==> config.mk <==
export PLATFORM = sky130hd
export DESIGN_NAME = handshake_constant_sched
export DESIGN_NICKNAME = d
export VERILOG_FILES = /design/src/rtl/handshake_sched_pkg.sv /design/src/rtl/handshake_rr_arbiter.sv /design/src/rtl/handshake_constant_sched.sv
export SDC_FILE = /design/constraint.sdc
export NUM_CORES = 1
export LEC_CHECK = 0
export BUFFER_PORTS_ARGS = -buffer_cell sky130_fd_sc_hd__buf_4
export CAP_MARGIN = 5
export CORE_MARGIN = 2
export CORE_UTILIZATION = 35
export CTS_CLUSTER_DIAMETER = 50
export DETAILED_ROUTE_END_ITERATION = 16
export PLACE_DENSITY_LB_ADDON = 0.08
export REMOVE_ABC_BUFFERS = 1
export SLEW_MARGIN = 0
export SYNTH_ARGS = -nofsm -noshare
export SYNTH_HDL_FRONTEND = slang
export SYNTH_SLANG_ARGS = --single-unit
==> constraint.sdc <==
create_clock -name clk -period 4.4 [get_ports clk]
set_input_delay 1.1 -clock clk [delete_from_list [all_inputs] [get_ports clk]]
set_output_delay 1.1 -clock clk [all_outputs]
set_load 0.01 [all_outputs]
==> src/rtl/handshake_sched_pkg.sv <==
// Shared helpers for round-robin handshake schedulers: index-width
// calculation and the rotate-and-priority search used by the arbiter.
package handshake_sched_pkg;

  localparam int MAX_REQ   = 16;
  localparam int MAX_IDX_W = 4;

  typedef struct packed {
    logic                 found;
    logic [MAX_IDX_W-1:0] idx;
  } rr_pick_t;

  function automatic int calc_idx_w(input int n);
    return (n <= 1) ? 1 : $clog2(n);
  endfunction

  // Walk offsets from the highest down so the smallest offset from ptr
  // is the last assignment and therefore the winner.
  function automatic rr_pick_t rr_pick(input logic [MAX_REQ-1:0] req,
                                       input int n, input int ptr);
    rr_pick_t res;
    int       j;
    res = '0;
    for (int k = MAX_REQ - 1; k >= 0; k--) begin
      if (k < n) begin
        j = ptr + k;
        if (j >= n) j = j - n;
        if (req[j[MAX_IDX_W-1:0]]) begin
          res.found = 1'b1;
          res.idx   = j[MAX_IDX_W-1:0];
        end
      end
    end
    return res;
  endfunction

endpackage

==> src/rtl/handshake_rr_arbiter.sv <==
// Combinational round-robin arbiter: first set request at or above ptr,
// wrapping; one-hot grant plus binary index, grant gated by en.
module handshake_rr_arbiter
  import handshake_sched_pkg::*;
#(
  parameter int N  = 4,
  parameter int IW = calc_idx_w(N)
) (
  input  logic [N-1:0]  req,
  input  logic [IW-1:0] ptr,
  input  logic          en,
  output logic [N-1:0]  gnt,
  output logic [IW-1:0] gnt_idx
);

  logic [MAX_REQ-1:0] req_ext;
  rr_pick_t           pick;

  // NOTE: every signal driven here gets a default before any condition,
  // so no path leaves a value unassigned and no latch is inferred.
  always_comb begin
    req_ext        = '0;
    req_ext[N-1:0] = req;
    pick           = rr_pick(req_ext, N, int'(ptr));
    gnt_idx        = IW'(pick.idx);
    gnt            = '0;
    for (int i = 0; i < N; i++) begin
      gnt[i] = en & pick.found & (int'(pick.idx) == i);
    end
  end

endmodule

==> src/rtl/handshake_constant_sched.sv <==
// Shared constant source: round-robin grants control tokens into a
// one-entry output slot tagged with the requester index.
// Optional runtime constant load: define HANDSHAKE_CONSTANT_SCHED_CFG_EN.
module handshake_constant_sched
  import handshake_sched_pkg::*;
#(
  parameter int                    NUM_REQ     = 4,
  parameter int                    DATA_WIDTH  = 32,
  parameter logic [DATA_WIDTH-1:0] CONST_VALUE = '0,
  localparam int                   IDX_W       = calc_idx_w(NUM_REQ)
) (
  input  logic                  clk,
  input  logic                  rst,
  input  logic [NUM_REQ-1:0]    ctrl_valid,
  output logic [NUM_REQ-1:0]    ctrl_ready,
  output logic [DATA_WIDTH-1:0] outs,
  output logic [IDX_W-1:0]      outs_index,
  output logic                  outs_valid,
  input  logic                  outs_ready
`ifdef HANDSHAKE_CONSTANT_SCHED_CFG_EN
  ,
  input  logic                  cfg_we,
  input  logic [DATA_WIDTH-1:0] cfg_data
`endif
);

  logic                  full_q, full_d;
  logic [DATA_WIDTH-1:0] data_q, data_d;
  logic [IDX_W-1:0]      idx_q, idx_d;
  logic [IDX_W-1:0]      ptr_q, ptr_d;
  logic [DATA_WIDTH-1:0] const_q;
  logic [IDX_W-1:0]      gnt_idx;
  logic                  can_take;
  logic                  grant;

  // Grants are suppressed while reset is held so no token is accepted.
  assign can_take = ~full_q | outs_ready;

  handshake_rr_arbiter #(
    .N  (NUM_REQ),
    .IW (IDX_W)
  ) u_arb (
    .req     (ctrl_valid),
    .ptr     (ptr_q),
    .en      (can_take & rst),
    .gnt     (ctrl_ready),
    .gnt_idx (gnt_idx)
  );

  assign grant = |ctrl_ready;

  always_comb begin
    full_d = full_q;
    data_d = data_q;
    idx_d  = idx_q;
    ptr_d  = ptr_q;
    if (grant) begin
      full_d = 1'b1;
      data_d = const_q;
      idx_d  = gnt_idx;
      ptr_d  = (int'(gnt_idx) == NUM_REQ - 1) ? '0 : gnt_idx + 1'b1;
    end else if (outs_ready) begin
      full_d = 1'b0;
    end
  end

  // NOTE: sequential state is written with non-blocking assignments so
  // every register samples pre-edge values regardless of statement order.
  always_ff @(posedge clk) begin
    if (!rst) begin
      full_q <= 1'b0;
      data_q <= '0;
      idx_q  <= '0;
      ptr_q  <= '0;
    end else begin
      full_q <= full_d;
      data_q <= data_d;
      idx_q  <= idx_d;
      ptr_q  <= ptr_d;
    end
  end

`ifdef HANDSHAKE_CONSTANT_SCHED_CFG_EN
  // A grant on the same edge as a load captures the old constant.
  always_ff @(posedge clk) begin
    if (!rst) begin
      const_q <= CONST_VALUE;
    end else if (cfg_we) begin
      const_q <= cfg_data;
    end
  end
`else
  assign const_q = CONST_VALUE;
`endif

  assign outs       = data_q;
  assign outs_index = idx_q;
  assign outs_valid = full_q;

endmodule

==> Implementation_results.wiki, run 1 <==
{| class="wikitable"
! Metric !! Value
|-
| Run status || completed
|-
| Cell type of the slowest stage on the worst timing path || sky130_fd_sc_hd__o41ai_1
|-
| Core ar. || 2430 µm²
|-
| Number of nets in the final layout || 136
|-
| Initial standard-cell utilization of the core || 0.365
|-
| Yosys warning count || 0
|-
| First-pass iteration count of the detailed router || 4
|-
| Number of placed I/O pins || 46
|-
| TritonCTS Buffers || 3
|-
| Worst path setup slack after routing || 0.416 ns
|-
| Area share of and/or/nand/nor cells after synthesis || 0.182
|-
| Fraction of the mapped netlist area in compound gates || 0.161
|-
| Crit path cell chain || buf_4 -> nor2b_1 -> o41ai_1 -> nand2_1 -> o22ai_2 -> inv_1 -> ha_1 -> and2_1 -> buf_4
|-
| Worst-case headroom to the max-slew limit || 0.664
|-
| Final period utilization || 0.906
|-
| Worst setup EP type || output port
|-
| Min-delay worst type || register to register
|-
| Maximum achievable frequency || 251 MHz
|-
| Post-placement cell area || 902 µm²
|-
| Setup TNS after final layout || 0 ns
|-
| Element type at the critical path start || input port
|-
| Die ar. || 2950 µm²
|-
| GPL Wtd Cong || 0.748
|-
| Post-synthesis mux area share || 0.109
|-
| Residual antenna-violating net count after detailed routing || 0
|-
| Share of synthesized cell area in full adder, half adder and majority cells || 0.127
|-
| Dpl ws || 0.398 ns
|-
| Post-CTS Setup Repair Bufs || 0
|-
| Global router's overall resource usage || 0.108
|-
| Maximum number of pins on one net before global-route repair || 11
|-
| Detailed Route Iter0 Violations || 17
|-
| Area growth from synthesis to layout || 4.65%
|-
| Max Transition Viols Final || 0
|-
| GRT overflow || 0
|-
| Clock tree root driver cell || sky130_fd_sc_hd__clkbuf_4
|-
| DRC violations left || 0
|-
| Worst-path clk slew || 0.04 ns
|-
| Period minus WS final || 3.98 ns
|-
| XOR/XNOR share of the synthesized area || 0
|-
| Post-detail-place hpwl || 1.16 mm
|-
| Post-synth EDFFs || 0
|-
| Delay-heaviest family, CP || compound AO/OA/AOI/OAI gates
|-
| Sequential cell area fraction in the yosys report || 0.113
|-
| Vias in the first global route || 518
|-
| Wire length per cell || 9.70 µm
|-
| Critical path data required time || 3.30 ns
|-
| Fraction of synthesis flops using an asynchronous set or reset pin || 0
|-
| Tightest Pin Transition || 0.497 ns
|-
| Worst path max stage delay || 0.53 ns
|-
| Power per cell area || 613 nW/µm²
|-
| Top FF cell, synth || sky130_fd_sc_hd__dfxtp_1
|-
| Synth area leaders || sky130_fd_sc_hd__buf_4, sky130_fd_sc_hd__ha_1, sky130_fd_sc_hd__dfxtp_1
|-
| Number of flip-flops and latches in the synthesized netlist || 5
|-
| Crit path buffers/inverters || 3
|-
| Layout cells sized above 1 || 0.235
|-
| Yosys top cell by area || sky130_fd_sc_hd__buf_4
|-
| Cells after synthesis || 102
|-
| Global-route wire length before repair || 2.37 mm
|-
| Resize count post-CTS || 0
|-
| Placement row count || 18
|-
| Worst-case clock skew || 0.00389 ns
|-
| Number of sinks on the clock net || 5
|-
| Area share of the largest cell type after synthesis || 0.271
|-
| Average footprint of a synthesized cell || 8.70 µm²
|-
| Cell with the most instances after synthesis || sky130_fd_sc_hd__buf_4
|-
| Input/output buffers || 13
|-
| RSZ-0062 raised after global routing || false
|-
| Die Ht || 54.3 µm
|-
| Count of distinct cell types in the synthesized netlist || 31
|-
| Peak supply drop || 0.241 mV
|-
| Static leakage power || 0.460 nW
|-
| Synthesized area || 887 µm²
|-
| Sum of routed wire length over all layers || 1.45 mm
|-
| Most numerous cell on the critical path || sky130_fd_sc_hd__buf_4
|-
| Final antenna diode count || 0
|-
| Critical path type || input port to output port
|-
| Hold-fix buffers, CTS || 0
|-
| Number of failing setup endpoints in the final timing report || 0
|-
| Width of the die || 54.3 µm
|-
| Final hold violation count || 0
|-
| Reported max-cap violation count || 0
|-
| Design area || 928 µm²
|-
| Buffers from clock root to sink, at most || 2
|-
| Biggest fanout along the worst timing path || 6
|-
| Insertion delay of the later-clocked pin in the worst-skew pair || 0.24 ns
|-
| Via-to-Cell Ratio || 4.38
|-
| Via count of the routed design || 653
|-
| Arr. time, crit path || 2.88 ns
|-
| Leading cell types by count after synthesis || sky130_fd_sc_hd__buf_4, sky130_fd_sc_hd__ha_1, sky130_fd_sc_hd__and2_1, sky130_fd_sc_hd__nand2_1, sky130_fd_sc_hd__nand2b_1
|-
| Filler Cells Inserted || 260
|-
| CTS tree || built
|-
| Combinational family with the most area after synthesis || buffers and inverters
|-
| Number of levels in the clock H-tree || 1
|-
| Initial antenna violation count || 0
|}
[area by class of cell]
class | instances | area [µm²] | share of cell area
Clock buffer | 4 | 26.3 | 0.0283
Inverter | 5 | 18.8 | 0.0202
Multi-Input combinational cell | 90 | 633 | 0.682
Sequential cell | 5 | 100 | 0.108
Tap cell | 30 | 37.5 | 0.0404
Timing Repair Buffer | 15 | 113 | 0.121
[cell families (layout without fill, tap and decap cells)]
| kind of cell | count (synthesis) | in the layout |
|---|---|---|
| adder cells (fa/ha/maj) | 9 | 9 |
| buffers and inverters | 38 | 24 |
| AO/OA/AOI/OAI | 14 | 14 |
| multiplexers | 7 | 7 |
| AND/OR/NAND/NOR | 28 | 28 |
| flip-flops | 5 | 5 |
| other | 1 | 32 |
[report_power, final]
| group | internal, mW | switching (mW) |
|---|---|---|
| Sequential | 0.0649 | 0.00809 |
| Clock | 0.0343 | 0.0191 |
| Combinational | 0.198 | 0.245 |
[registers in the layout, indices dropped and copies added, names as in the netlist]
signal      flops
outs_index      2
ptr_q           2
outs_valid      1
[per-stage QoR]
| stage | utilization | power, mW | hold WS [ns] | std cells |
|---|---|---|---|---|
| after floorplan | - | 0.400 | 0.536 | 100 |
| after detailed placement | 0.371 | 0.518 | 0.519 | 145 |
| after global routing | 0.382 | 0.642 | 0.572 | 149 |
| final | 0.382 | 0.569 | 0.525 | 149 |
| after global placement | 0.371 | 0.522 | 0.503 | 145 |
| after CTS | 0.382 | 0.575 | 0.528 | 149 |
[worst register-to-register path, delay by kind of cell (launching register included)]
kind / cells / cell delay [ns]
compound gates: 5 / 1.19
mux: 1 / 0.15
buf+inv: 2 / 0.20
fa+ha+maj: 2 / 0.62
flops: 1 / 0.33
simple gates: 3 / 0.82
[cell usage in the layout (no fill, tap or decap), drive strengths merged]
| cell | count |
|---|---|
| dfxtp | 5 |
| clkbuf | 4 |
| o2111ai | 1 |
| o21ba | 1 |
| mux4 | 2 |
| o41ai | 1 |
| o22ai | 1 |
| nor2 | 1 |
| a21boi | 2 |
| conb | 32 |
| or4 | 1 |
| nor2b | 4 |
| o21ai | 2 |
| and2 | 6 |
| mux2 | 1 |
| a31oi | 3 |
| o311ai | 2 |
| nand3b | 1 |
| a32oi | 1 |
| buf | 15 |
| nand2 | 7 |
| mux2i | 4 |
| nand2b | 7 |
| ha | 9 |
| inv | 5 |
| nand3 | 1 |
[routing by layer]
metal | track usage | vias to the layer above | share of wire
li1 | - | 315 | -
met1 | 0.147 | 287 | 0.44
met2 | 0.173 | 51 | 0.45
met3 | 0.0328 | 0 | 0.12
met4 | 0.0125 | 0 | 0
met5 | 0 | - | 0
[worst paths after layout]
check | start | end | slack (ns) | cells past startpoint
worst min-delay path | outs_index[1]$_SDFFE_PN0P_ | outs_index[1]$_SDFFE_PN0P_ | 0.52 | 2
worst min register to register | outs_index[1]$_SDFFE_PN0P_ | outs_index[1]$_SDFFE_PN0P_ | 0.52 | 2
worst max register to register | ptr_q[0]$_SDFFE_PN0P_ | outs_index[0]$_SDFFE_PN0P_ | 0.99 | 13
worst max-delay path | ctrl_valid[0] | ctrl_ready[2] | 0.42 | 9
Power figures use the tool's default switching activity.
==> run 2, diff against run 1 <==
clock period = 3.8 ns   (was 4.4 ns; I/O delays follow)
==> Implementation_results.wiki, run 2 (synthesis gave the netlist of run 1 again) <==
{| class="wikitable"
! Metric !! Value
|-
| Commonest non-fill, non-tap cells in the layout || sky130_fd_sc_hd__conb_1, sky130_fd_sc_hd__buf_4, sky130_fd_sc_hd__ha_1
|-
| Worst path max stage delay || 0.38 ns (-0.15 ns)
|-
| Crit path cell chain || buf_4 -> nor2b_1 -> o41ai_1 -> buf_4 -> nand2_1 -> o22ai_2 -> inv_1 -> ha_1 -> and2_1 -> buf_4
|-
| Period minus WS final || 3.57 ns
|-
| Layout cells sized above 1 || 0.268 (+0.0330)
|-
| Die ar. || 2950 µm² (unchanged)
|-
| RSZ-0062 raised after global routing || false
|-
| Maximum number of pins on one net before global-route repair || 11 (unchanged)
|-
| GRT overflow || 0 (unchanged)
|-
| Worst-case clock skew || 0.00635 ns (+0.00246 ns)
|-
| Reported max-cap violation count || 0 (unchanged)
|-
| Worst setup EP type || output port
|-
| Area growth from synthesis to layout || 8.18%
|-
| Multi-input logic area || 633 µm² (unchanged)
|-
| Post-detail-place hpwl || 1.28 mm (+9.9%)
|-
| Sum of routed wire length over all layers || 1.47 mm (+1.9%)
|-
| Die Ht || 54.3 µm (unchanged)
|-
| Buffers from clock root to sink, at most || 2 (unchanged)
|-
| Vias in the first global route || 553 (+6.8%)
|-
| Final hold violation count || 0 (unchanged)
|-
| Maximum achievable frequency || 280 MHz
|-
| CTS tree || built
|-
| First-pass iteration count of the detailed router || 2 (-2)
|-
| Post-placement cell area || 932 µm² (+3.3%)
|-
| Hold-fix buffers, CTS || 0 (unchanged)
|-
| Design area || 960 µm² (+3.4%)
|-
| Static leakage power || 0.483 nW (+4.8%)
|-
| Setup TNS after final layout || 0 ns (unchanged)
|-
| GPL Wtd Cong || 0.739 (-1.2%)
|-
| Power per cell area || 712 nW/µm² (+16%)
|-
| Insertion delay of the later-clocked pin in the worst-skew pair || 0.24 ns (about the same)
|-
| Number of placed I/O pins || 46 (unchanged)
|-
| Min-delay worst type || register to register
|-
| Detailed Route Iter0 Violations || 6 (-11)
|-
| Worst-path clk slew || 0.05 ns (about the same)
|-
| Commonest non-fill, non-tap cell in the layout || sky130_fd_sc_hd__conb_1
|-
| Element type at the critical path start || input port
|-
| Run status || completed
|-
| Wire length per cell || 9.63 µm (-0.73%)
|-
| Global router's overall resource usage || 0.104 (-0.00416)
|-
| Width of the die || 54.3 µm (unchanged)
|-
| Post-CTS Setup Repair Bufs || 0 (unchanged)
|-
| Max Transition Viols Final || 0 (unchanged)
|-
| Most numerous cell on the critical path || sky130_fd_sc_hd__buf_4
|-
| Number of sinks on the clock net || 5 (unchanged)
|-
| Arr. time, crit path || 2.62 ns (-0.26 ns)
|-
| Number of failing setup endpoints in the final timing report || 0 (unchanged)
|-
| Number of levels in the clock H-tree || 1 (unchanged)
|-
| Input/output buffers || 13 (unchanged)
|-
| Final antenna diode count || 0 (unchanged)
|-
| Residual antenna-violating net count after detailed routing || 0 (unchanged)
|-
| Initial standard-cell utilization of the core || 0.365 (unchanged)
|-
| Placement row count || 18 (unchanged)
|-
| Cell type of the slowest stage on the worst timing path || sky130_fd_sc_hd__o41ai_1
|-
| Core ar. || 2430 µm² (unchanged)
|-
| TritonCTS Buffers || 3 (unchanged)
|-
| Filler Cells Inserted || 259 (-0.38%)
|-
| Initial antenna violation count || 0 (unchanged)
|-
| Biggest fanout along the worst timing path || 6 (unchanged)
|-
| Critical path type || input port to output port
|-
| Resize count post-CTS || 0 (unchanged)
|-
| Peak supply drop || 0.363 mV (+51%)
|-
| Via count of the routed design || 664 (+1.7%)
|-
| Clock tree root driver cell || sky130_fd_sc_hd__clkbuf_4
|-
| Global-route wire length before repair || 2.25 mm (-4.9%)
|-
| Footprint of the flip-flops and latches || 100 µm² (unchanged)
|-
| Number of nets in the final layout || 140 (+2.9%)
|-
| Via-to-Cell Ratio || 4.34 (-0.97%)
|-
| Final period utilization || 0.940
|-
| Critical path data required time || 2.85 ns (-0.45 ns)
|-
| DRC violations left || 0 (unchanged)
|}
[run 2: changes by cell type in the layout (fill, tap and decap cells not counted), sizes merged]
| cell | change |
|---|---|
| clkbuf | -1 |
| clkinv | +1 |
| buf | +4 |
[run 2: metal layers]
| metal | GRT usage | vias up | share of wire |
|---|---|---|---|
| met4 | 0.0125 | 0 | 0 |
| met1 | 0.120 | 299 | 0.40 |
| met3 | 0.0246 | 0 | 0.10 |
| li1 | - | 322 | - |
| met5 | 0 | - | 0 |
| met2 | 0.197 | 43 | 0.49 |
[run 2: worst max-delay path: cells and delay by family]
family / cells / cell delay [ns]
compound gates: 2 / 0.61
buf+inv: 4 / 0.54
simple gates: 3 / 0.30
fa+ha+maj: 1 / 0.21
[run 2: report_power, final]
| part | switching [mW] | internal [mW] | total, mW | leakage (nW) |
|---|---|---|---|---|
| Clock | 0.0224 | 0.0381 | 0.0605 | 0.0177 |
| Combinational | 0.284 | 0.253 | 0.537 | 0.424 |
| Sequential | 0.0106 | 0.0751 | 0.0857 | 0.0412 |
| Total | 0.317 | 0.366 | 0.683 | 0.483 |
[run 2: layout make-up]
type                       count  area share
tap                           30      0.0391
inverter                       5      0.0196
timing repair buffer          19       0.149
clock buffer                   3      0.0235
sequential                     5       0.104
clock inverter                 1     0.00522
multi-input combinational     90       0.660
[run 2: final timing paths]
| check | startpoint | endpoint | slack (ns) | depth (start not counted) |
|---|---|---|---|---|
| max | ctrl_valid[0] | ctrl_ready[2] | 0.23 | 10 |
| min | outs_index[1]$_SDFFE_PN0P_ | outs_index[1]$_SDFFE_PN0P_ | 0.52 | 2 |
| max reg2reg | ptr_q[0]$_SDFFE_PN0P_ | outs_index[0]$_SDFFE_PN0P_ | 0.59 | 13 |
| min reg2reg | outs_index[1]$_SDFFE_PN0P_ | outs_index[1]$_SDFFE_PN0P_ | 0.52 | 2 |
[run 2: stage by stage]
step                hold WS, ns  utilization  worst slack, ns  power, mW  instances
floorplan                 0.536            -            0.533      0.463        100
global placement          0.499        0.383            0.209      0.631        149
detailed placement        0.515        0.383            0.203      0.631        149
CTS                       0.525        0.395            0.190      0.696        153
global route              0.560        0.395            0.111      0.763        153
finish                    0.523        0.395            0.228      0.683        153
==> run 3, diff against run 2 <==
RECOVER_POWER = 100   (was default)
SYNTH_HIERARCHICAL = 1   (was default)
==> Implementation_results.wiki, run 3 <==
{| class="wikitable"
! Metric !! Value
|-
| Buffers from clock root to sink, at most || 2 (unchanged)
|-
| Average footprint of a synthesized cell || 8.76 µm² (+0.71%)
|-
| Internal Power || 0.269 mW (-27%)
|-
| Crit path from || ctrl_valid[2]
|-
| Insertion delay of the later-clocked pin in the worst-skew pair || 0.24 ns (about the same)
|-
| GRT overflow || 0 (unchanged)
|-
| Worst path max stage delay || 0.51 ns (+0.13 ns)
|-
| Post-detail-place hpwl || 1.08 mm (-16%)
|-
| Yosys warning count || 6 (+6)
|-
| Maximum number of pins on one net before global-route repair || 14 (+3)
|-
| Die ar. || 2780 µm² (-5.8%)
|-
| Fraction of power consumed by sequential logic || 0.171 (+0.046)
|-
| Worst reg2reg startpoint || ptr_q[1]$_SDFFE_PN0P_
|-
| Overall power after layout || 0.480 mW (-30%)
|-
| Utilization after layout || 0.375 (-0.0192)
|-
| Wire length per cell || 9.26 µm (-3.8%)
|-
| Via count of the routed design || 607 (-8.6%)
|-
| Count of distinct cell types in the synthesized netlist || 35 (+13%)
|-
| Hold-fix buffers, CTS || 0 (unchanged)
|-
| CTS tree || built
|-
| Layout cells sized above 1 || 0.205 (-0.0629)
|-
| Reg-to-reg critical path endpoint || ptr_q[1]$_SDFFE_PN0P_
|-
| Number of sinks on the clock net || 5 (unchanged)
|-
| Max Transition Viols Final || 0 (unchanged)
|-
| Net Sw Power || 0.211 mW (-34%)
|-
| Worst setup EP type || output port
|-
| Initial standard-cell utilization of the core || 0.373 (+0.00784)
|-
| Vias in the first global route || 503 (-9.0%)
|-
| Biggest fanout along the worst timing path || 5 (-1)
|-
| Post-placement cell area || 845 µm² (-9.4%)
|-
| Area share of the largest cell type after synthesis || 0.298 (+0.0269)
|-
| Die Ht || 52.8 µm (-2.9%)
|-
| Worst-path clk slew || 0.04 ns (about the same)
|-
| Fraction of power consumed by combinational cells || 0.702 (-0.084)
|-
| Initial antenna violation count || 0 (unchanged)
|-
| Setup TNS after final layout || 0 ns (unchanged)
|-
| GPL Wtd Cong || 0.728 (-1.5%)
|-
| Area growth from synthesis to layout || 0.752%
|-
| Via-to-Cell Ratio || 4.34 (about the same)
|-
| First-pass iteration count of the detailed router || 4 (+2)
|-
| Static leakage power || 0.425 nW (-12%)
|-
| Core ar. || 2230 µm² (-8.2%)
|-
| Global-route wire length before repair || 2.07 mm (-8.0%)
|-
| Cell with the most instances after synthesis || sky130_fd_sc_hd__buf_4
|-
| Power per cell area || 572 nW/µm² (-20%)
|-
| Top FF cell, synth || sky130_fd_sc_hd__dfxtp_1
|-
| Width of the die || 52.8 µm (-2.9%)
|-
| Register-to-Register Setup Slack || 0.59 ns (about the same)
|-
| Number of levels in the clock H-tree || 1 (unchanged)
|-
| Number of failing setup endpoints in the final timing report || 0 (unchanged)
|-
| Synth area leaders || sky130_fd_sc_hd__buf_4, sky130_fd_sc_hd__dfxtp_1, sky130_fd_sc_hd__ha_1
|-
| Peak supply drop || 0.310 mV (-15%)
|-
| Design area || 838 µm² (-13%)
|-
| Number of nets in the final layout || 126 (-10%)
|-
| Tightest Pin Transition || 0.673 ns
|-
| Number of flip-flops and latches in the synthesized netlist || 5 (unchanged)
|-
| Clock tree root driver cell || sky130_fd_sc_hd__clkbuf_4
|-
| Commonest non-fill, non-tap cell in the layout || sky130_fd_sc_hd__conb_1
|-
| Residual antenna-violating net count after detailed routing || 0 (unchanged)
|-
| DRC violations left || 0 (unchanged)
|-
| Cells after synthesis || 95 (-6.9%)
|-
| Final period utilization || 0.967 (+0.0275)
|-
| Final antenna diode count || 0 (unchanged)
|-
| Crit path cell chain || buf_4 -> mux4_2 -> a211oi_2 -> or3_1 -> mux2_4 -> and3_1 -> clkbuf_1
|-
| Min-delay worst type || register to register
|-
| Leading cell types by count after synthesis || sky130_fd_sc_hd__buf_4, sky130_fd_sc_hd__nand2_1, sky130_fd_sc_hd__ha_1
|-
| Clock network fraction of design power || 0.127 (+0.038)
|-
| Multi-input logic area || 564 µm² (-11%)
|-
| Cell type of the slowest stage on the worst timing path || sky130_fd_sc_hd__mux4_2
|-
| Sum of routed wire length over all layers || 1.30 mm (-12%)
|-
| Element type at the critical path start || input port
|-
| Number of placed I/O pins || 46 (unchanged)
|-
| Resize count post-CTS || 0 (unchanged)
|-
| Global router's overall resource usage || 0.0999 (-0.00415)
|-
| TritonCTS Buffers || 3 (unchanged)
|-
| Run status || completed
|-
| Fraction of power spent switching nets || 0.440 (-0.0244)
|-
| Reported max-cap violation count || 0 (unchanged)
|-
| Critical path data required time || 2.85 ns (about the same)
|-
| Commonest non-fill, non-tap cells in the layout || sky130_fd_sc_hd__conb_1, sky130_fd_sc_hd__buf_4, sky130_fd_sc_hd__nand2_1, sky130_fd_sc_hd__ha_1, sky130_fd_sc_hd__clkbuf_1
|-
| Input/output buffers || 13 (unchanged)
|-
| Critical path type || input port to output port
|-
| Footprint of the flip-flops and latches || 100 µm² (unchanged)
|-
| Final hold violation count || 0 (unchanged)
|-
| Yosys top cell by area || sky130_fd_sc_hd__buf_4
|-
| Worst-case clock skew || 0.00450 ns (-0.00185 ns)
|-
| Worst-case headroom to the max-slew limit || 0.547
|-
| End point of the critical path || ctrl_ready[3]
|-
| Detailed Route Iter0 Violations || 5 (-1)
|-
| Post-CTS Setup Repair Bufs || 0 (unchanged)
|-
| Post-synth EDFFs || 0 (unchanged)
|-
| Maximum achievable frequency || 272 MHz (-2.8%)
|-
| Synthesized area || 832 µm² (-6.2%)
|-
| Depth of the most critical reg-to-reg path || 10 (-3)
|-
| Sequential cell area fraction in the yosys report || 0.120 (+0.00747)
|-
| Placement row count || 17 (-1)
|-
| Fraction of synthesis flops using an asynchronous set or reset pin || 0 (unchanged)
|-
| Period minus WS final || 3.68 ns (+0.104 ns)
|-
| Filler Cells Inserted || 258 (-0.39%)
|-
| RSZ-0062 raised after global routing || false
|-
| Arr. time, crit path || 2.73 ns (+0.11 ns)
|}
run 3: changes by cell type after synthesis, moves of 2 or more:
cell	previous run	this run
sky130_fd_sc_hd__a21oi_1	0	2
sky130_fd_sc_hd__nand2b_1	6	2
sky130_fd_sc_hd__o311ai_0	2	0
sky130_fd_sc_hd__nor2b_1	4	0
sky130_fd_sc_hd__and2_1	6	2
sky130_fd_sc_hd__ha_1	9	6
sky130_fd_sc_hd__and3_1	0	2
sky130_fd_sc_hd__inv_1	5	3
sky130_fd_sc_hd__nand2_1	6	9
sky130_fd_sc_hd__o21ai_0	2	0
run 3: kinds of logic (layout without fill, tap and decap cells):
family	count (synthesis)	after routing	synth area share
buffers and inverters	37	23	0.325
and+or+nand+nor	26	26	0.195
AOI/OAI and AO/OA	10	10	0.0977
muxes	10	10	0.167
adders and majority gates	6	6	0.0902
DFF	5	5	0.120
other	1	32	0.00451
run 3: final cells by class:
cell class | count | area share
clock buffer | 4 | 0.0313
inverter | 3 | 0.0134
multi-input combinational | 84 | 0.673
sequential | 5 | 0.119
tap | 28 | 0.0418
timing repair buffer | 16 | 0.121
run 3: stage by stage:
step / std cells / worst slack, ns / hold WS (ns)
floorplan: 92 / 0.268 / 0.482
global placement: 136 / 0.162 / 0.452
detailed placement: 136 / 0.121 / 0.463
CTS: 140 / 0.122 / 0.470
global route: 140 / 0.0262 / 0.486
finish: 140 / 0.124 / 0.463
run 3: worst max-delay path, delay by kind of cell:
family / cells / cell delay [ns]
multiplexers: 2 / 0.85
buffers and inverters: 2 / 0.25
AND/OR/NAND/NOR: 2 / 0.40
AO/OA/AOI/OAI: 1 / 0.27
run 3: per-layer routing:
layer  up-vias  GRT usage  part of all wire
met5         -          0                 0
met4         0     0.0256                 0
met3         0     0.0343              0.11
met2        39      0.165              0.46
met1       270      0.123              0.43
li1        298          -                 -
run 3: power groups by stage:
stage,registers [mW],clock network (mW),logic [mW]
6_report,0.0819,0.0608,0.337
5_1_grt,0.0840,0.0698,0.383
4_1_cts,0.0823,0.0638,0.369
3_5_place_dp,0.0832,0,0.369
3_3_place_gp,0.0822,0,0.368
2_1_floorplan,0.102,0,0.250
run 3: worst min-delay path by stage:
stage,start,endpoint,slack (ns),cells past startpoint
2_1_floorplan,outs_index[0]$_SDFFE_PN0P_,outs_index[0]$_SDFFE_PN0P_,0.48,2
3_3_place_gp,outs_index[0]$_SDFFE_PN0P_,outs_index[0]$_SDFFE_PN0P_,0.45,2
3_5_place_dp,outs_index[1]$_SDFFE_PN0P_,outs_index[1]$_SDFFE_PN0P_,0.46,2
4_1_cts,outs_index[1]$_SDFFE_PN0P_,outs_index[1]$_SDFFE_PN0P_,0.47,2
5_1_grt,outs_index[0]$_SDFFE_PN0P_,outs_index[0]$_SDFFE_PN0P_,0.49,2
6_report,outs_index[1]$_SDFFE_PN0P_,outs_index[1]$_SDFFE_PN0P_,0.46,2
